**src/rtl/dns_amp_detector.sv**
```systemverilog
// dns_amp_detector: counts DNS queries from ports 0-3 per cnt_time window and
// runs a hysteresis FSM on the response/query ratio to flag DNS amplification.
// Optional feature: define DNS_AMP_IRQ_EN to add the alarm_irq output, a
// one-cycle pulse on each entry into ALARM.
module dns_amp_detector #(
    parameter logic [27:0] WINDOW_TICK   = 28'd160000000,
    parameter int unsigned RATIO_SHIFT   = 3,
    parameter logic [31:0] SUIT_MIN      = 32'd100,
    parameter int unsigned ALARM_WINDOWS = 3,
    parameter int unsigned CLEAR_WINDOWS = 2
) (
    input  logic        asclk,
    input  logic        aresetn,
    input  logic [27:0] cnt_time,
    input  logic        pkt_vld_3rd,
    input  logic [2:0]  proc_port_3rd,
    input  logic [15:0] tp_dest,
    input  logic [31:0] num_total_dns_response,
    input  logic [31:0] num_suitable_dns_response,
    output logic [31:0] num_dns_query,
    output logic        dns_alarm,
    output logic [15:0] alarm_count
`ifdef DNS_AMP_IRQ_EN
    ,
    output logic        alarm_irq
`endif
);

    typedef enum logic [1:0] {
        ST_NORMAL  = 2'd0,
        ST_SUSPECT = 2'd1,
        ST_ALARM   = 2'd2
    } state_t;

    localparam logic [3:0] ALARM_N = 4'(ALARM_WINDOWS);
    localparam logic [3:0] CLEAR_N = 4'(CLEAR_WINDOWS);

    logic [31:0] query_tmp;
    logic        eval_pulse;
    logic        tick;
    logic        query_hit;
    logic [39:0] total_ext;
    logic [39:0] query_scaled;
    logic        susp;

    state_t      state;
    state_t      next_state;
    logic [3:0]  streak;
    logic [3:0]  next_streak;
    logic [3:0]  streak_inc;
    logic        enter_alarm;

    assign tick      = (cnt_time == WINDOW_TICK);
    assign query_hit = pkt_vld_3rd && (proc_port_3rd <= 3'd3) && (tp_dest == 16'd53);

    // 40-bit compare: the shifted query count can never overflow
    assign total_ext    = {8'b0, num_total_dns_response};
    assign query_scaled = {8'b0, num_dns_query} << RATIO_SHIFT;
    assign susp         = (num_suitable_dns_response >= SUIT_MIN) && (total_ext > query_scaled);

    assign streak_inc = streak + 4'd1;

    // Query counting and window latch; the tick takes priority over a same-cycle query
    always_ff @(posedge asclk) begin
        if (!aresetn) begin
            query_tmp     <= '0;
            num_dns_query <= '0;
            eval_pulse    <= 1'b0;
        end else if (tick) begin
            num_dns_query <= query_tmp;
            query_tmp     <= '0;
            eval_pulse    <= 1'b1;
        end else begin
            eval_pulse <= 1'b0;
            if (query_hit && (query_tmp != '1)) begin
                query_tmp <= query_tmp + 32'd1;
            end
        end
    end

    // FSM state and streak register
    always_ff @(posedge asclk) begin
        if (!aresetn) begin
            state  <= ST_NORMAL;
            streak <= '0;
        end else begin
            state  <= next_state;
            streak <= next_streak;
        end
    end

    // Next-state logic; advances only on eval_pulse. Streak is cleared on
    // entering ALARM so it can be reused as the clean-window counter.
    always_comb begin
        next_state  = state;
        next_streak = streak;
        if (eval_pulse) begin
            case (state)
                ST_NORMAL: begin
                    if (susp) begin
                        if (ALARM_N == 4'd1) begin
                            next_state  = ST_ALARM;
                            next_streak = '0;
                        end else begin
                            next_state  = ST_SUSPECT;
                            next_streak = 4'd1;
                        end
                    end
                end
                ST_SUSPECT: begin
                    if (susp) begin
                        if (streak_inc == ALARM_N) begin
                            next_state  = ST_ALARM;
                            next_streak = '0;
                        end else begin
                            next_streak = streak_inc;
                        end
                    end else begin
                        next_state  = ST_NORMAL;
                        next_streak = '0;
                    end
                end
                ST_ALARM: begin
                    if (susp) begin
                        next_streak = '0;
                    end else if (streak_inc == CLEAR_N) begin
                        next_state  = ST_NORMAL;
                        next_streak = '0;
                    end else begin
                        next_streak = streak_inc;
                    end
                end
                default: begin
                    next_state  = ST_NORMAL;
                    next_streak = '0;
                end
            endcase
        end
    end

    assign enter_alarm = (next_state == ST_ALARM) && (state != ST_ALARM);

    // Registered alarm outputs, updated in the cycle after the causing eval_pulse
    always_ff @(posedge asclk) begin
        if (!aresetn) begin
            dns_alarm   <= 1'b0;
            alarm_count <= '0;
        end else begin
            dns_alarm <= (next_state == ST_ALARM);
            if (enter_alarm && (alarm_count != '1)) begin
                alarm_count <= alarm_count + 16'd1;
            end
        end
    end

`ifdef DNS_AMP_IRQ_EN
    // Interrupt pulse aligned with the rising edge of dns_alarm
    always_ff @(posedge asclk) begin
        if (!aresetn) begin
            alarm_irq <= 1'b0;
        end else begin
            alarm_irq <= enter_alarm;
        end
    end
`endif

endmodule

```
**config.mk**
```make
export PLATFORM = sky130hd
export DESIGN_NAME = dns_amp_detector
export DESIGN_NICKNAME = d
export VERILOG_FILES = /design/src/rtl/dns_amp_detector.sv
export SDC_FILE = /design/constraint.sdc
export NUM_CORES = 1
export LEC_CHECK = 0
export CORE_UTILIZATION = 42
export DETAILED_ROUTE_END_ITERATION = 7
export GPL_TIMING_DRIVEN = 1
export PLACE_DENSITY = 0.78
export SYNTH_ARGS = -nofsm -noshare
export SYNTH_HDL_FRONTEND = slang
export SYNTH_SLANG_ARGS = --single-unit
```
**constraint.sdc**
```tcl
create_clock -name asclk -period 2.3 [get_ports asclk]
set_input_delay 0.23 -clock asclk [delete_from_list [all_inputs] [get_ports asclk]]
set_output_delay 0.23 -clock asclk [all_outputs]
set_load 0.1 [all_outputs]
```
==> impl_metrics.ini <==
[outcome]
outcome = finished with violations
violations = negative setup slack

[route]
via_count = 5229
firstDrtPassIters = 4
wl_per_cell_microns = 15.8
drtIter0Drc = 199
vias_per_cell = 5.49
drc = 0
ant_nets = 0
wl_mm = 15.1

[yosys]
post-synth-top-area-cell = dfxtp_1
synth.top_cell.area_share = 0.362
synth-seq-cells = 88
synth.distinct_cells = 57
synthTopCellsByArea = dfxtp_1 36%, ha_1 8.7%, mux2i_1 7.6%, nor2_1 5.9%, xor2_1 3.4%
syn_area_sq_um = 4870
netlist_instances = 573
synth_edf_count = 0
synth_warnings = 0
synth_seq_area_share = 0.362
async_flop_share = 0
synth_ff_type = dfxtp_1
syn_nets = 721
synth_area_per_cell_sq_um = 8.50
synth_top_cells_by_count = 88 x dfxtp_1, 76 x nor2_1, 39 x inv_1
synth.most_common_cell = dfxtp_1

[global_routing]
grt_pass1_vias = 5314
grt_max_degree = 33
grt-ovfl-total = 0
groute.usage.overall = 0.247
antenna_found_initial = 0
grt_first_pass_wirelength_mm = 23.5

[die]
core-area_sq_um = 11100
die_y_microns = 110
die_w_microns = 110
rows = 38
start_util = 0.440
ios = 163
dieArea_sq_um = 12000

[worst_setup_path]
crit_required_ns = 2.53
worst_path_max_delay_cell = or4_4
startpoint_type = register
reg2reg_depth = 11
cpMostUsedCell = and4_1
cp_max_fo = 7
timing_worst_setup_path_type = reg2reg
max_stage_delay_ns = 0.48
end_kind = register
rr_startpoint = num_dns_query[25]$_SDFFE_PN0P_
arrival_ns = 2.89
crit_family = simple AND/OR/NAND/NOR gates
path_buf_inv = 3
ff2ff_setup_slack_ns = -0.36
cp_cell_sequence = inv_4, ha_4, and4_1, nand3_2, or4_4, a31oi_4, buf_4, buf_6, o21a_4, and4_1, mux2i_1
regToRegEndpoint = alarm_count[10]$_SDFFE_PN0P_

[final_layout]
register_area_sq_um = 1880
multi_input_area_sq_um = 3190
diodes = 0
fin_cells = 952
areaGrowthSynthToFinish_pct = 63.0
finalNetCount = 955
drive_gt1_frac = 0.307
fillers = 837

[clocking]
clk_pin_slew_worst_paths_ns = 0.07
tritoncts = done
htreeDepth = 3
ctsHoldBuffers = 0
clock-root-buffer = clkbuf_16
clk_latency_ns = 0.34
clockBufferDepth = 2
cts_buffers = 9
clock-sinks = 88

[power_and_ir_drop]
cellPowerDensity_nw_per_um2 = 461
peakVddDrop_mv = 0.430
p_leak_nw = 3.03

[timing]
hold_violations = 0
setup-violations-final = 23
finClkSkew_ns = 0.0103
fin_crit_ns = 2.66
worst_slack_ns = -0.362
fin_crit_sh = 1.16
fmax_ghz = 0.376
maxSlewViolCount = 0
slew_headroom = 0.696
finalSetupTns_ns = -4.44
worstMarginPinSlew_ns = 0.451
rsz0062_at_grt = true

[worst_hold_path]
holdPathEnd = alarm_count[8]$_SDFFE_PN0P_
hp-start = alarm_count[8]$_SDFFE_PN0P_
hold_depth = 2
hold_class = reg2reg

[run]
drv_cap = 0

[placement]
gp_congestion = 0.849
post-place-ws_ns = -0.584
dpl.hpwl_mm = 10.8
port_buffers = 158
place_inst = 926
[flip-flops by register name (all words and copies together), names as in the netlist]
register and flops:
num_dns_query 32, query_tmp 32, alarm_count 16, streak 4, state 2, dns_alarm 1, eval_pulse 1
[worst max path at each step]
stage	to	slack, ns	startpoint	cells after the start
2_1_floorplan	alarm_count[4]$_SDFFE_PN0P_	-0.30	num_dns_query[25]$_SDFFE_PN0P_	10
3_3_place_gp	alarm_count[4]$_SDFFE_PN0P_	-0.52	num_total_dns_response[14]	10
3_5_place_dp	alarm_count[4]$_SDFFE_PN0P_	-0.58	num_total_dns_response[28]	10
4_1_cts	alarm_count[4]$_SDFFE_PN0P_	-0.25	num_dns_query[25]$_SDFFE_PN0P_	10
5_1_grt	alarm_count[10]$_SDFFE_PN0P_	-0.45	num_dns_query[15]$_SDFFE_PN0P_	11
6_report	alarm_count[10]$_SDFFE_PN0P_	-0.36	num_dns_query[25]$_SDFFE_PN0P_	11
[where the power goes]
group	internal [W]	leakage [nW]	total (W)	switching, W
Clock	0.00110	0.171	0.00172	0.000624
Sequential	0.00149	0.737	0.00150	0.00000122
Combinational	0.000271	2.13	0.000441	0.000170
[through the flow]
stage | area, sq um | hold slack (ns) | utilization | power, W
2_1_floorplan | 5040 | 0.375 | - | 0.00167
3_3_place_gp | 7220 | 0.453 | 0.651 | 0.00191
3_5_place_dp | 7220 | 0.467 | 0.651 | 0.00192
4_1_cts | 7670 | 0.476 | 0.692 | 0.00363
5_1_grt | 7940 | 0.500 | 0.717 | 0.00377
6_report | 7940 | 0.471 | 0.717 | 0.00366
[layout make-up]
type / instances / area share
multi-input cells: 424 / 0.402
repair buffers: 244 / 0.275
flip-flops and latches: 88 / 0.237
clock buffers: 10 / 0.0301
well taps: 140 / 0.0221
inverters: 40 / 0.0192
clock inverters: 6 / 0.0143
[metal layers]
metal,vias up,global-route usage,share of wire
li1,2532,-,-
met1,2485,0.270,0.38
met2,170,0.473,0.54
met3,42,0.0391,0.056
met4,0,0.0933,0.029
met5,-,0,0
[cell families after synthesis]
logic type / synth area share
AND/OR/NAND/NOR: 0.261
AO/OA/AOI/OAI: 0.118
flip-flops: 0.362
buffers and inverters: 0.0491
multiplexers: 0.0760
adder cells (fa/ha/maj): 0.0873
XOR/XNOR: 0.0468
[cells in the final DEF, fill, tap and decap left out, types with 4 or more instances in the layout]
master | synthesis | layout
inv_2 | 0 | 5
ha_4 | 0 | 6
nand3_1 | 24 | 23
dfxtp_2 | 0 | 13
dfxtp_4 | 0 | 27
nand2b_1 | 6 | 6
a21oi_2 | 0 | 10
clkbuf_16 | 0 | 10
nand2_1 | 31 | 31
nand4_1 | 20 | 20
clkdlybuf4s50_1 | 0 | 109
or4_1 | 11 | 5
and3_1 | 8 | 8
xnor2_1 | 7 | 7
buf_4 | 0 | 126
or4_4 | 1 | 7
buf_12 | 0 | 4
buf_6 | 1 | 4
nor2_1 | 76 | 75
a21oi_1 | 33 | 23
ha_1 | 34 | 28
inv_1 | 39 | 33
nor4_1 | 10 | 8
or3_1 | 9 | 6
and4_1 | 9 | 8
o31ai_1 | 9 | 5
nor3_1 | 13 | 13
dfxtp_1 | 88 | 48
nor4b_1 | 4 | 4
xor2_1 | 19 | 19
mux2i_1 | 37 | 37
o21ai_0 | 18 | 15
[what timing repair did]
item,CTS,global route
gates resized for setup,11,42
setup buffers,4,5
setup endpoints to repair,23,34
pin swaps,8,7
gates cloned,0,2
[tightest hold or removal path, stage by stage (launching register included)]
cell     delay, ns
dfxtp_2       0.33
nand2_1       0.05
mux2i_1       0.06
Note: power is estimated with default switching activity, not from simulation.
